`src/rtl/pipe_ctrl_if.sv`:
```
// rtl/pipe_ctrl_if.sv - hazard/stall control interface between pipeline datapath and pipe_ctrl
interface pipe_ctrl_if;
  // ID-stage source registers
  logic [4:0]  id_rs;
  logic [4:0]  id_rt;
  logic        id_use_rs;
  logic        id_use_rt;
  // EX-stage destination
  logic [4:0]  ex_writereg;
  logic        ex_regwrite;
  logic        ex_memtoreg;
  // divider handshake
  logic        div_start;
  logic        div_done;
  logic        div_cancel;
  // memory and exception events
  logic        dmem_busy;
  logic        except_valid;
  // stage holds
  logic        stall_f;
  logic        stall_d;
  logic        stall_e;
  logic        stall_m;
  logic        stall_w;
  // stage clears
  logic        flush_d;
  logic        flush_e;
  logic        flush_m;
  logic        flush_w;
  // fetch redirect and stall statistics
  logic        redirect;
  logic [31:0] stall_cnt;
  // stall counter preset
  logic        cnt_wr_en;
  logic [31:0] cnt_wr_data;

  modport master (
    output id_rs, id_rt, id_use_rs, id_use_rt,
    output ex_writereg, ex_regwrite, ex_memtoreg,
    output div_start, div_done, dmem_busy, except_valid,
    output cnt_wr_en, cnt_wr_data,
    input  div_cancel,
    input  stall_f, stall_d, stall_e, stall_m, stall_w,
    input  flush_d, flush_e, flush_m, flush_w,
    input  redirect, stall_cnt
  );

  modport slave (
    input  id_rs, id_rt, id_use_rs, id_use_rt,
    input  ex_writereg, ex_regwrite, ex_memtoreg,
    input  div_start, div_done, dmem_busy, except_valid,
    input  cnt_wr_en, cnt_wr_data,
    output div_cancel,
    output stall_f, stall_d, stall_e, stall_m, stall_w,
    output flush_d, flush_e, flush_m, flush_w,
    output redirect, stall_cnt
  );
endinterface

```
`src/rtl/pipe_ctrl.sv`:
```
// rtl/pipe_ctrl.sv - five-stage pipeline stall/flush/redirect controller
module pipe_ctrl (
  input  logic   clk,
  input  logic   resetn,
  pipe_ctrl_if.slave pc
);

  typedef enum logic [1:0] {
    IDLE      = 2'd0,
    DIV_BUSY  = 2'd1,
    EXC_DRAIN = 2'd2
  } state_t;

  state_t      state_q;
  state_t      state_d;
  logic        load_use;
  logic        rs_hit;
  logic        rt_hit;
  logic [31:0] stall_cnt_q;

  logic s_f, s_d, s_e, s_m, s_w;
  logic f_d, f_e, f_m, f_w;
  logic redir, dcancel;

  // A load in EX whose destination a live ID source reads; r0 never hazards
  assign rs_hit   = pc.id_use_rs && (pc.id_rs == pc.ex_writereg);
  assign rt_hit   = pc.id_use_rt && (pc.id_rt == pc.ex_writereg);
  assign load_use = pc.ex_memtoreg && pc.ex_regwrite &&
                    (pc.ex_writereg != 5'd0) && (rs_hit || rt_hit);

  // State register; reset abandons any divide or drain in progress
  always_ff @(posedge clk) begin
    if (!resetn) begin
      state_q <= IDLE;
    end else begin
      state_q <= state_d;
    end
  end

  // Next state: exception first, memory stall freezes the sequence,
  // then the divide handshake
  always_comb begin
    state_d = state_q;
    if (pc.except_valid) begin
      state_d = EXC_DRAIN;
    end else if (pc.dmem_busy) begin
      // a div_done arriving now is not consumed; the divider keeps it
      state_d = state_q;
    end else begin
      case (state_q)
        IDLE:      state_d = pc.div_start ? DIV_BUSY : IDLE;
        DIV_BUSY:  state_d = pc.div_done ? IDLE : DIV_BUSY;
        EXC_DRAIN: state_d = IDLE;
        default:   state_d = IDLE;
      endcase
    end
  end

  // Output decode: only the highest-priority active event drives the pipeline
  always_comb begin
    s_f     = 1'b0;
    s_d     = 1'b0;
    s_e     = 1'b0;
    s_m     = 1'b0;
    s_w     = 1'b0;
    f_d     = 1'b0;
    f_e     = 1'b0;
    f_m     = 1'b0;
    f_w     = 1'b0;
    redir   = 1'b0;
    dcancel = 1'b0;
    if (!resetn) begin
      // everything stays quiet while held in reset
      s_f = 1'b0;
    end else if (pc.except_valid) begin
      f_d     = 1'b1;
      f_e     = 1'b1;
      f_m     = 1'b1;
      f_w     = 1'b1;
      redir   = 1'b1;
      dcancel = (state_q == DIV_BUSY);
    end else if (pc.dmem_busy) begin
      // hold F..M on the MEM access, send a bubble into WB
      s_f = 1'b1;
      s_d = 1'b1;
      s_e = 1'b1;
      s_m = 1'b1;
      f_w = 1'b1;
    end else begin
      case (state_q)
        EXC_DRAIN: begin
          // the fetch issued before the redirect is still in flight
          f_d = 1'b1;
        end
        DIV_BUSY: begin
          if (!pc.div_done) begin
            s_f = 1'b1;
            s_d = 1'b1;
            s_e = 1'b1;
            f_m = 1'b1;
          end
        end
        default: begin
          if (pc.div_start) begin
            s_f = 1'b1;
            s_d = 1'b1;
            s_e = 1'b1;
            f_m = 1'b1;
          end else if (load_use) begin
            s_f = 1'b1;
            s_d = 1'b1;
            f_e = 1'b1;
          end
        end
      endcase
    end
  end

  // Count fetch-stall cycles; preset lets software seed the counter
  always_ff @(posedge clk) begin
    if (!resetn) begin
      stall_cnt_q <= 32'd0;
    end else if (pc.cnt_wr_en) begin
      stall_cnt_q <= pc.cnt_wr_data;
    end else if (s_f) begin
      stall_cnt_q <= stall_cnt_q + 32'd1;
    end
  end

  assign pc.stall_f    = s_f;
  assign pc.stall_d    = s_d;
  assign pc.stall_e    = s_e;
  assign pc.stall_m    = s_m;
  assign pc.stall_w    = s_w;
  assign pc.flush_d    = f_d;
  assign pc.flush_e    = f_e;
  assign pc.flush_m    = f_m;
  assign pc.flush_w    = f_w;
  assign pc.redirect   = redir;
  assign pc.div_cancel = dcancel;
  assign pc.stall_cnt  = stall_cnt_q;

endmodule

```
`src/flat_wrapper.sv`:
```
// flat-port wrapper written by rule: the top's interface ports become plain ports
module pipe_ctrl_flat 
  (clk, resetn, pc_id_rs, pc_id_rt, pc_id_use_rs, pc_id_use_rt, pc_ex_writereg, pc_ex_regwrite, pc_ex_memtoreg, pc_div_start, pc_div_done, pc_dmem_busy, pc_except_valid, pc_cnt_wr_en, pc_cnt_wr_data, pc_div_cancel, pc_stall_f, pc_stall_d, pc_stall_e, pc_stall_m, pc_stall_w, pc_flush_d, pc_flush_e, pc_flush_m, pc_flush_w, pc_redirect, pc_stall_cnt);
  pipe_ctrl_if pc_i ();
  input  logic clk;
  input  logic resetn;
  input wire logic [$bits(pc_i.id_rs)-1:0] pc_id_rs;
  input wire logic [$bits(pc_i.id_rt)-1:0] pc_id_rt;
  input wire logic [$bits(pc_i.id_use_rs)-1:0] pc_id_use_rs;
  input wire logic [$bits(pc_i.id_use_rt)-1:0] pc_id_use_rt;
  input wire logic [$bits(pc_i.ex_writereg)-1:0] pc_ex_writereg;
  input wire logic [$bits(pc_i.ex_regwrite)-1:0] pc_ex_regwrite;
  input wire logic [$bits(pc_i.ex_memtoreg)-1:0] pc_ex_memtoreg;
  input wire logic [$bits(pc_i.div_start)-1:0] pc_div_start;
  input wire logic [$bits(pc_i.div_done)-1:0] pc_div_done;
  input wire logic [$bits(pc_i.dmem_busy)-1:0] pc_dmem_busy;
  input wire logic [$bits(pc_i.except_valid)-1:0] pc_except_valid;
  input wire logic [$bits(pc_i.cnt_wr_en)-1:0] pc_cnt_wr_en;
  input wire logic [$bits(pc_i.cnt_wr_data)-1:0] pc_cnt_wr_data;
  output wire logic [$bits(pc_i.div_cancel)-1:0] pc_div_cancel;
  output wire logic [$bits(pc_i.stall_f)-1:0] pc_stall_f;
  output wire logic [$bits(pc_i.stall_d)-1:0] pc_stall_d;
  output wire logic [$bits(pc_i.stall_e)-1:0] pc_stall_e;
  output wire logic [$bits(pc_i.stall_m)-1:0] pc_stall_m;
  output wire logic [$bits(pc_i.stall_w)-1:0] pc_stall_w;
  output wire logic [$bits(pc_i.flush_d)-1:0] pc_flush_d;
  output wire logic [$bits(pc_i.flush_e)-1:0] pc_flush_e;
  output wire logic [$bits(pc_i.flush_m)-1:0] pc_flush_m;
  output wire logic [$bits(pc_i.flush_w)-1:0] pc_flush_w;
  output wire logic [$bits(pc_i.redirect)-1:0] pc_redirect;
  output wire logic [$bits(pc_i.stall_cnt)-1:0] pc_stall_cnt;
  assign pc_i.id_rs = pc_id_rs;
  assign pc_i.id_rt = pc_id_rt;
  assign pc_i.id_use_rs = pc_id_use_rs;
  assign pc_i.id_use_rt = pc_id_use_rt;
  assign pc_i.ex_writereg = pc_ex_writereg;
  assign pc_i.ex_regwrite = pc_ex_regwrite;
  assign pc_i.ex_memtoreg = pc_ex_memtoreg;
  assign pc_i.div_start = pc_div_start;
  assign pc_i.div_done = pc_div_done;
  assign pc_i.dmem_busy = pc_dmem_busy;
  assign pc_i.except_valid = pc_except_valid;
  assign pc_i.cnt_wr_en = pc_cnt_wr_en;
  assign pc_i.cnt_wr_data = pc_cnt_wr_data;
  assign pc_div_cancel = pc_i.div_cancel;
  assign pc_stall_f = pc_i.stall_f;
  assign pc_stall_d = pc_i.stall_d;
  assign pc_stall_e = pc_i.stall_e;
  assign pc_stall_m = pc_i.stall_m;
  assign pc_stall_w = pc_i.stall_w;
  assign pc_flush_d = pc_i.flush_d;
  assign pc_flush_e = pc_i.flush_e;
  assign pc_flush_m = pc_i.flush_m;
  assign pc_flush_w = pc_i.flush_w;
  assign pc_redirect = pc_i.redirect;
  assign pc_stall_cnt = pc_i.stall_cnt;
  pipe_ctrl u_core (.clk(clk), .resetn(resetn), .pc(pc_i));
endmodule
```
`config.mk`:
```
export PLATFORM = sky130hd
export DESIGN_NAME = pipe_ctrl_flat
export DESIGN_NICKNAME = d
export VERILOG_FILES = /design/src/rtl/pipe_ctrl_if.sv /design/src/rtl/pipe_ctrl.sv /design/src/flat_wrapper.sv
export SDC_FILE = /design/constraint.sdc
export NUM_CORES = 1
export LEC_CHECK = 0
export ABC_AREA = 0
export ABC_CLOCK_PERIOD_IN_PS = 2400
export CORE_MARGIN = 1
export CORE_UTILIZATION = 43
export DETAILED_ROUTE_END_ITERATION = 8
export HOLD_SLACK_MARGIN = 0.03
export PLACE_DENSITY = 0.85
export SYNTH_ARGS = -nofsm -noshare
export SYNTH_HDL_FRONTEND = slang
export SYNTH_SLANG_ARGS = --single-unit
```
`constraint.sdc`:
```
create_clock -name clk -period 2.4 [get_ports clk]
set_clock_uncertainty 0.1 [all_clocks]
set_input_delay 0.24 -clock clk [delete_from_list [all_inputs] [get_ports clk]]
set_output_delay 0.24 -clock clk [all_outputs]
set_load 0.1 [all_outputs]
```
---- Word-level counts from Yosys, hierarchy flattened ----
Cells that the tools add are included.
word-level totals
  word-level logic and storage cells ...... 61
  register bits after elaboration ......... 34
  output and inout port bits .............. 43
operators by class
  muxes and demuxes ....................... 40
  $add $sub $neg .......................... 1
  equal/unequal tests ..................... 5
  reduce and logical (&&, ||, !) cells .... 11
  bitwise gates (word level) .............. 1
operators with widths
  operator                                                number
  2-to-1 mux 32 bit                                       2
  2-to-1 mux 1 bit                                        33
  adder 32 x 1 -> 32 bit (second input constant)          1
  equality test 5 bit                                     2
  logical AND 1 bit                                       5
  nonzero test 5 bit                                      1
  2-to-1 mux 2 bit                                        2
  case mux 1 bit (2 select lines)                         2
  case mux 2 bit (2 select lines)                         1
  OR reduction 2 bit                                      2
  equality test 2 x 1 -> 1 bit (second input constant)    1
  equality test 2 bit (second input constant)             1
  logical NOT 2 bit                                       1
  inequality test 2 x 1 -> 1 bit (second input constant)  1
  nonzero test 2 bit                                      1
  logical OR 1 bit                                        1
  inverter 1 bit                                          1

---- Longest topological paths before layout ----
  depth after elaboration ................. 12
  mapped depth ............................ 10
  gate-level depth less buffers ........... 9

---- Least setup slack after synthesis ----
OpenSTA, ideal clock, no wires.
  path type ............................... register to output
  start point ............................. register u_core.state_q[0]
  end point ............................... output pc_stall_f
  stages on the path, launching flop included .. 9
  buffers on the path ..................... 2
  setup slack ............................. -926 ps
  arrival time ............................ 2986 ps
  data required time ...................... 2060 ps
  path through ............................ dfxtp_1 inv_1 ha_1 mux2i_1 a21oi_2 a31oi_2 inv_1 buf_2 buf_4
on the way
  word-level cells in the longest chain between the ends .. 5
  elaborated cells between the ends (all ways) .. 6
  those cells by class .................... 2 x eq/ne; 4 x mux
RTL lines
  what                                                                 line                source
  start: declaration                                                   pipe_ctrl.sv:14     state_t state_q;
  start signal: assignment                                             pipe_ctrl.sv:36     state_q <= state_d;
  equality test 2 x 1 -> 1 bit or equality test 2 bit (tied branches)  -
  case mux 1 bit (2 select lines) *                                    -
  2-to-1 mux 1 bit * (3 in series)                                     -
  end: declaration                                                     flat_wrapper.sv:21  output wire logic [$bits(pc_i.stall_f)-1:0] pc_stall_f;
Every way passes the cells marked *; elsewhere a longest branch is shown, timed or not.

---- Worst setup path in the final report ----
  start point ............................. input pc_ex_writereg[4]
  end point ............................... output pc_flush_e
on the way
  word-level cells in the longest chain between the ends .. 10
  elaborated cells between the ends (all ways) .. 14
  those cells by class .................... 2 x eq/ne; 6 x mux; 6 x reduce/logical
RTL lines
  what                                           line                              source
  start: declaration                             flat_wrapper.sv:11                input wire logic [$bits(pc_i.ex_writereg)-1:0] pc_ex_writereg;
  equality test 5 bit, on equally long branches  pipe_ctrl.sv:26, pipe_ctrl.sv:27
  logical AND 1 bit, on equally long branches    pipe_ctrl.sv:26, pipe_ctrl.sv:27
  logical OR 1 bit                               pipe_ctrl.sv:29                   (pc.ex_writereg != 5'd0) && (rs_hit || rt_hit);
  logical AND 1 bit *                            pipe_ctrl.sv:29
  2-to-1 mux 1 bit *                             pipe_ctrl.sv:109                  end else if (load_use) begin
  2-to-1 mux 1 bit *                             pipe_ctrl.sv:104                  if (pc.div_start) begin
  2-to-1 mux 1 bit *                             pipe_ctrl.sv:90                   case (state_q)
  2-to-1 mux 1 bit *                             pipe_ctrl.sv:82                   end else if (pc.dmem_busy) begin
  2-to-1 mux 1 bit *                             pipe_ctrl.sv:75                   end else if (pc.except_valid) begin
  2-to-1 mux 1 bit *                             pipe_ctrl.sv:72                   if (!resetn) begin
  end: declaration                               flat_wrapper.sv:27                output wire logic [$bits(pc_i.flush_e)-1:0] pc_flush_e;
Marks and branches as above.

==> metrics.yaml <==
power_and_ir_drop:
  p_leak_nw: 1.48
  power_density_nw_per_um2: 489
  irDropWorstVdd_uv: 247
  p_total_w: 0.00186
critical_path:
  worstPathCellList: "clkdlybuf4s50_1 > xnor2_1 > nand4_1 > o22ai_2 > nand2_1 > nor3_1 > o21a_1 > buf_12"
  critPathKind: "in -> out"
  crit_fanout: 3
  cp-start-kind: "input pin"
  worst_ep_required_time_ns: 2.06
  path_buf_inv: 2
  worstReg2RegStart: "u_core.state_q[1]$_SDFFE_PN0P_"
  worstSetupEndpointType: "primary output"
  slowest_delay_ns: 0.50
  r2r-end: "u_core.pc.stall_cnt[11]$_SDFFE_PN0P_"
  crit_slowest_cell: "clkdlybuf4s50_1"
  rr_worst_depth: 9
  r2r_setup_slack_ns: 0.12
  crit_family: "buffers and inverters"
  cp.arrival_ns: 2.01
  cp.depth: 8
synth:
  yosys_register_bits: 34
  avgSynthCellArea_sq_um: 7.51
  netlist_area_sq_um: 2420
  synthFlopType: "dfxtp_1"
  synthCells: 323
  synth.distinct_cells: 54
  yosys_warnings: 0
  syn_nets: 385
  async_flop_share_pct: 0
  synth_edf_count: 0
  ys_seq_area_share_pct: 28.1
timing:
  relSlewSlack_pct: 65.2
  hold_violations: 0
  layout_worst_path_cycle_share_pct: 97.9
  setup_viol: 0
  min_period_ns: 2.35
  slew_viol_final: 0
  max_freq_mhz: 426
  worst_pin_slew_ns: 0.522
placement:
  gp_congestion: 0.847
  place_area_sq_um: 3680
  portBuffers: 99
  hpwl_um: 6070
  dp.cells: 488
clocking:
  clock_path_buffers: 2
  clock_latency_ns: 0.29
  cts_buffers: 5
  clk_pin_slew_worst_paths_ns: 0.07
  cts_htree_levels: 2
  root_buffer: "clkbuf_8"
  cts.sinks: 34
  tritoncts: "done"
  ctsHoldBuffers: 0
global_route:
  grt_pass1_vias: 2728
  track_usage_pct: 26.9
  grt_max_degree: 44
  grt_antenna_before_repair: 0
  gr-total-overflow: 0
  grt_pass1_wl_um: 13000
floorplan:
  die_h_um: 77.1
  rows: 26
  core_area_sq_um: 5270
  die_x_um: 77.1
  design.portCount: 101
  die_area_sq_um: 5940
  start_util_pct: 46.0
route:
  wl_um: 8120
  final_antenna_net_count: 0
  vias: 2923
  wl_per_cell_um: 16.3
  via_per_inst: 5.86
  drcViolationCount: 0
  dr.pass1.iters: 5
  initialDrtViolationCount: 223
run:
  cap_violations: 0
finish:
  fin_nets: 490
  syn_to_final_growth_pct: 57.2
  fin_cells: 499
  fin_area_sq_um: 3810
  num_antenna_cells: 0
  fillers: 427
  utilization_pct: 72.3
  drive_gt1_share_pct: 28.7
min_path:
  whs_path_depth: 1
  min_path_type: "reg -> reg"
  hold_start: "u_core.state_q[1]$_SDFFE_PN0P_"
  min_to: "u_core.state_q[1]$_SDFFE_PN0P_"
outcome:
  outcome: "finished, final reports clean"
==> cell usage in the layout (no fill, tap or decap), types with 3 or more instances in the layout <==
cell and instances:
buf_4 58, nor4b_1 3, clkdlybuf4s50_1 57, and2_1 3
nor3_1 15, a31oi_1 8, and3_1 12, o221ai_1 4
nor4_1 7, a21oi_1 8, nor3b_1 4, o21ai_0 22
o21a_1 4, inv_1 4, nand4_1 11, dfxtp_1 8
dfxtp_2 26, clkbuf_8 6, o211ai_1 3, xnor2_1 13
nand3_1 35, buf_12 10, ha_1 3, nor2_1 19
nand2_1 21, or3_1 6, o2111ai_1 5, or4_1 3
or2_2 4
==> through the flow <==
stage / hold WS (ns) / setup TNS (ns) / setup WS, ns
2_1_floorplan: 0.258 / -0.103 / -0.0424
6_report: 0.396 / 0 / 0.0504
3_3_place_gp: 0.376 / -0.0123 / -0.0123
5_1_grt: 0.418 / -0.109 / -0.0726
3_5_place_dp: 0.385 / -0.226 / -0.0944
4_1_cts: 0.401 / 0 / 0.0470
==> power by group <==
| part | switching (W) | internal, W | leakage [nW] |
|---|---|---|---|
| Sequential | 0.0000539 | 0.000607 | 0.290 |
| Clock | 0.000224 | 0.000232 | 0.0482 |
| Combinational | 0.000487 | 0.000261 | 1.15 |
| Total | 0.000764 | 0.00110 | 1.48 |
==> registers in the layout, indices dropped and copies added (netlist names) <==
| signal | count |
|---|---|
| u_core.pc.stall_cnt | 32 |
| u_core.state_q | 2 |
==> worst register-to-register path: cells and delay by family (launching register included) <==
| family | cells | cell delay [ns] |
|---|---|---|
| flops | 1 | 0.35 |
| fa+ha+maj | 1 | 0.25 |
| simple gates | 4 | 0.86 |
| buf+inv | 2 | 0.30 |
| compound gates | 2 | 0.35 |
==> how the worst max path moves through the flow <==
| stage | to | slack (ns) | from |
|---|---|---|---|
| 6_report | pc_flush_e | 0.05 | pc_ex_writereg[4] |
| 5_1_grt | pc_flush_e | -0.07 | pc_ex_writereg[4] |
| 4_1_cts | pc_flush_e | 0.05 | u_core.state_q[1]$_SDFFE_PN0P_ |
| 3_5_place_dp | u_core.pc.stall_cnt[11]$_SDFFE_PN0P_ | -0.09 | pc_ex_writereg[0] |
| 3_3_place_gp | u_core.pc.stall_cnt[11]$_SDFFE_PN0P_ | -0.01 | pc_ex_writereg[0] |
| 2_1_floorplan | u_core.pc.stall_cnt[31]$_SDFFE_PN0P_ | -0.04 | u_core.state_q[1]$_SDFFE_PN0P_ |
==> cells by family (layout without fill, tap and decap cells) <==
kind of cell,count (synthesis),count (layout),share of synthesized area (%)
flops,34,34,28.1
other cells,1,1,0.155
mux,1,1,0.413
fa+ha+maj,4,4,2.06
buf+inv,34,140,5.93
simple gates,157,157,36.0
xor+xnor,13,13,4.70
compound gates,79,79,22.7
==> layout make-up <==
type | instances | area, sq um | share of cell area (%)
Multi-Input combinational cell | 255 | 1680 | 44.2
Timing Repair Buffer | 125 | 1210 | 31.6
Sequential cell | 34 | 713 | 18.7
Tap cell | 70 | 87.6 | 2.30
Clock buffer | 7 | 86.3 | 2.27
Inverter | 7 | 28.8 | 0.755
Clock inverter | 1 | 5.00 | 0.131
==> synth_stat cells (2+ instances only) <==
cell | n | area, sq um
ha_1 | 4 | 50.1
or2_2 | 4 | 25.0
o211a_1 | 2 | 20.0
nor4b_1 | 4 | 35.0
and2_1 | 3 | 18.8
nand3_1 | 35 | 175
clkbuf_1 | 20 | 75.1
or4_1 | 3 | 22.5
nor4_1 | 7 | 43.8
a21o_1 | 2 | 15.0
a32oi_1 | 2 | 17.5
a32o_1 | 2 | 20.0
inv_1 | 7 | 26.3
a31oi_1 | 8 | 50.1
and3_1 | 12 | 75.1
o21ai_0 | 22 | 110
nor2_1 | 19 | 71.3
o221ai_1 | 4 | 35.0
nor3b_1 | 4 | 30.0
buf_4 | 3 | 22.5
a211oi_1 | 2 | 15.0
nor2b_1 | 4 | 25.0
o31ai_1 | 2 | 15.0
a311oi_1 | 2 | 17.5
nand2b_1 | 2 | 12.5
a21oi_1 | 9 | 45.0
xnor2_1 | 13 | 114
nand4_1 | 11 | 68.8
buf_2 | 4 | 20.0
o21a_1 | 4 | 30.0
a211o_1 | 2 | 17.5
or3_1 | 6 | 37.5
dfxtp_1 | 34 | 681
nor3_1 | 15 | 75.1
nand2_1 | 21 | 78.8
o2111ai_1 | 5 | 43.8
o211ai_1 | 3 | 22.5
==> layer usage <==
| layer | wire [um] | vias up | GRT usage [%] |
|---|---|---|---|
| li1 | - | 1428 | - |
| met1 | 3470 | 1352 | 34.4 |
| met2 | 4020 | 124 | 46.2 |
| met3 | 515 | 19 | 4.29 |
| met4 | 116 | 0 | 8.30 |
| met5 | 0 | - | 0 |
==> what timing repair did <==
action,CTS,global route
pin swaps,0,1
hold endpoints to repair,0,0
endpoints found under the setup margin,4,4
buffers inserted,1,2
gates resized for setup,1,2
Note: power is estimated with default switching activity, not from simulation.
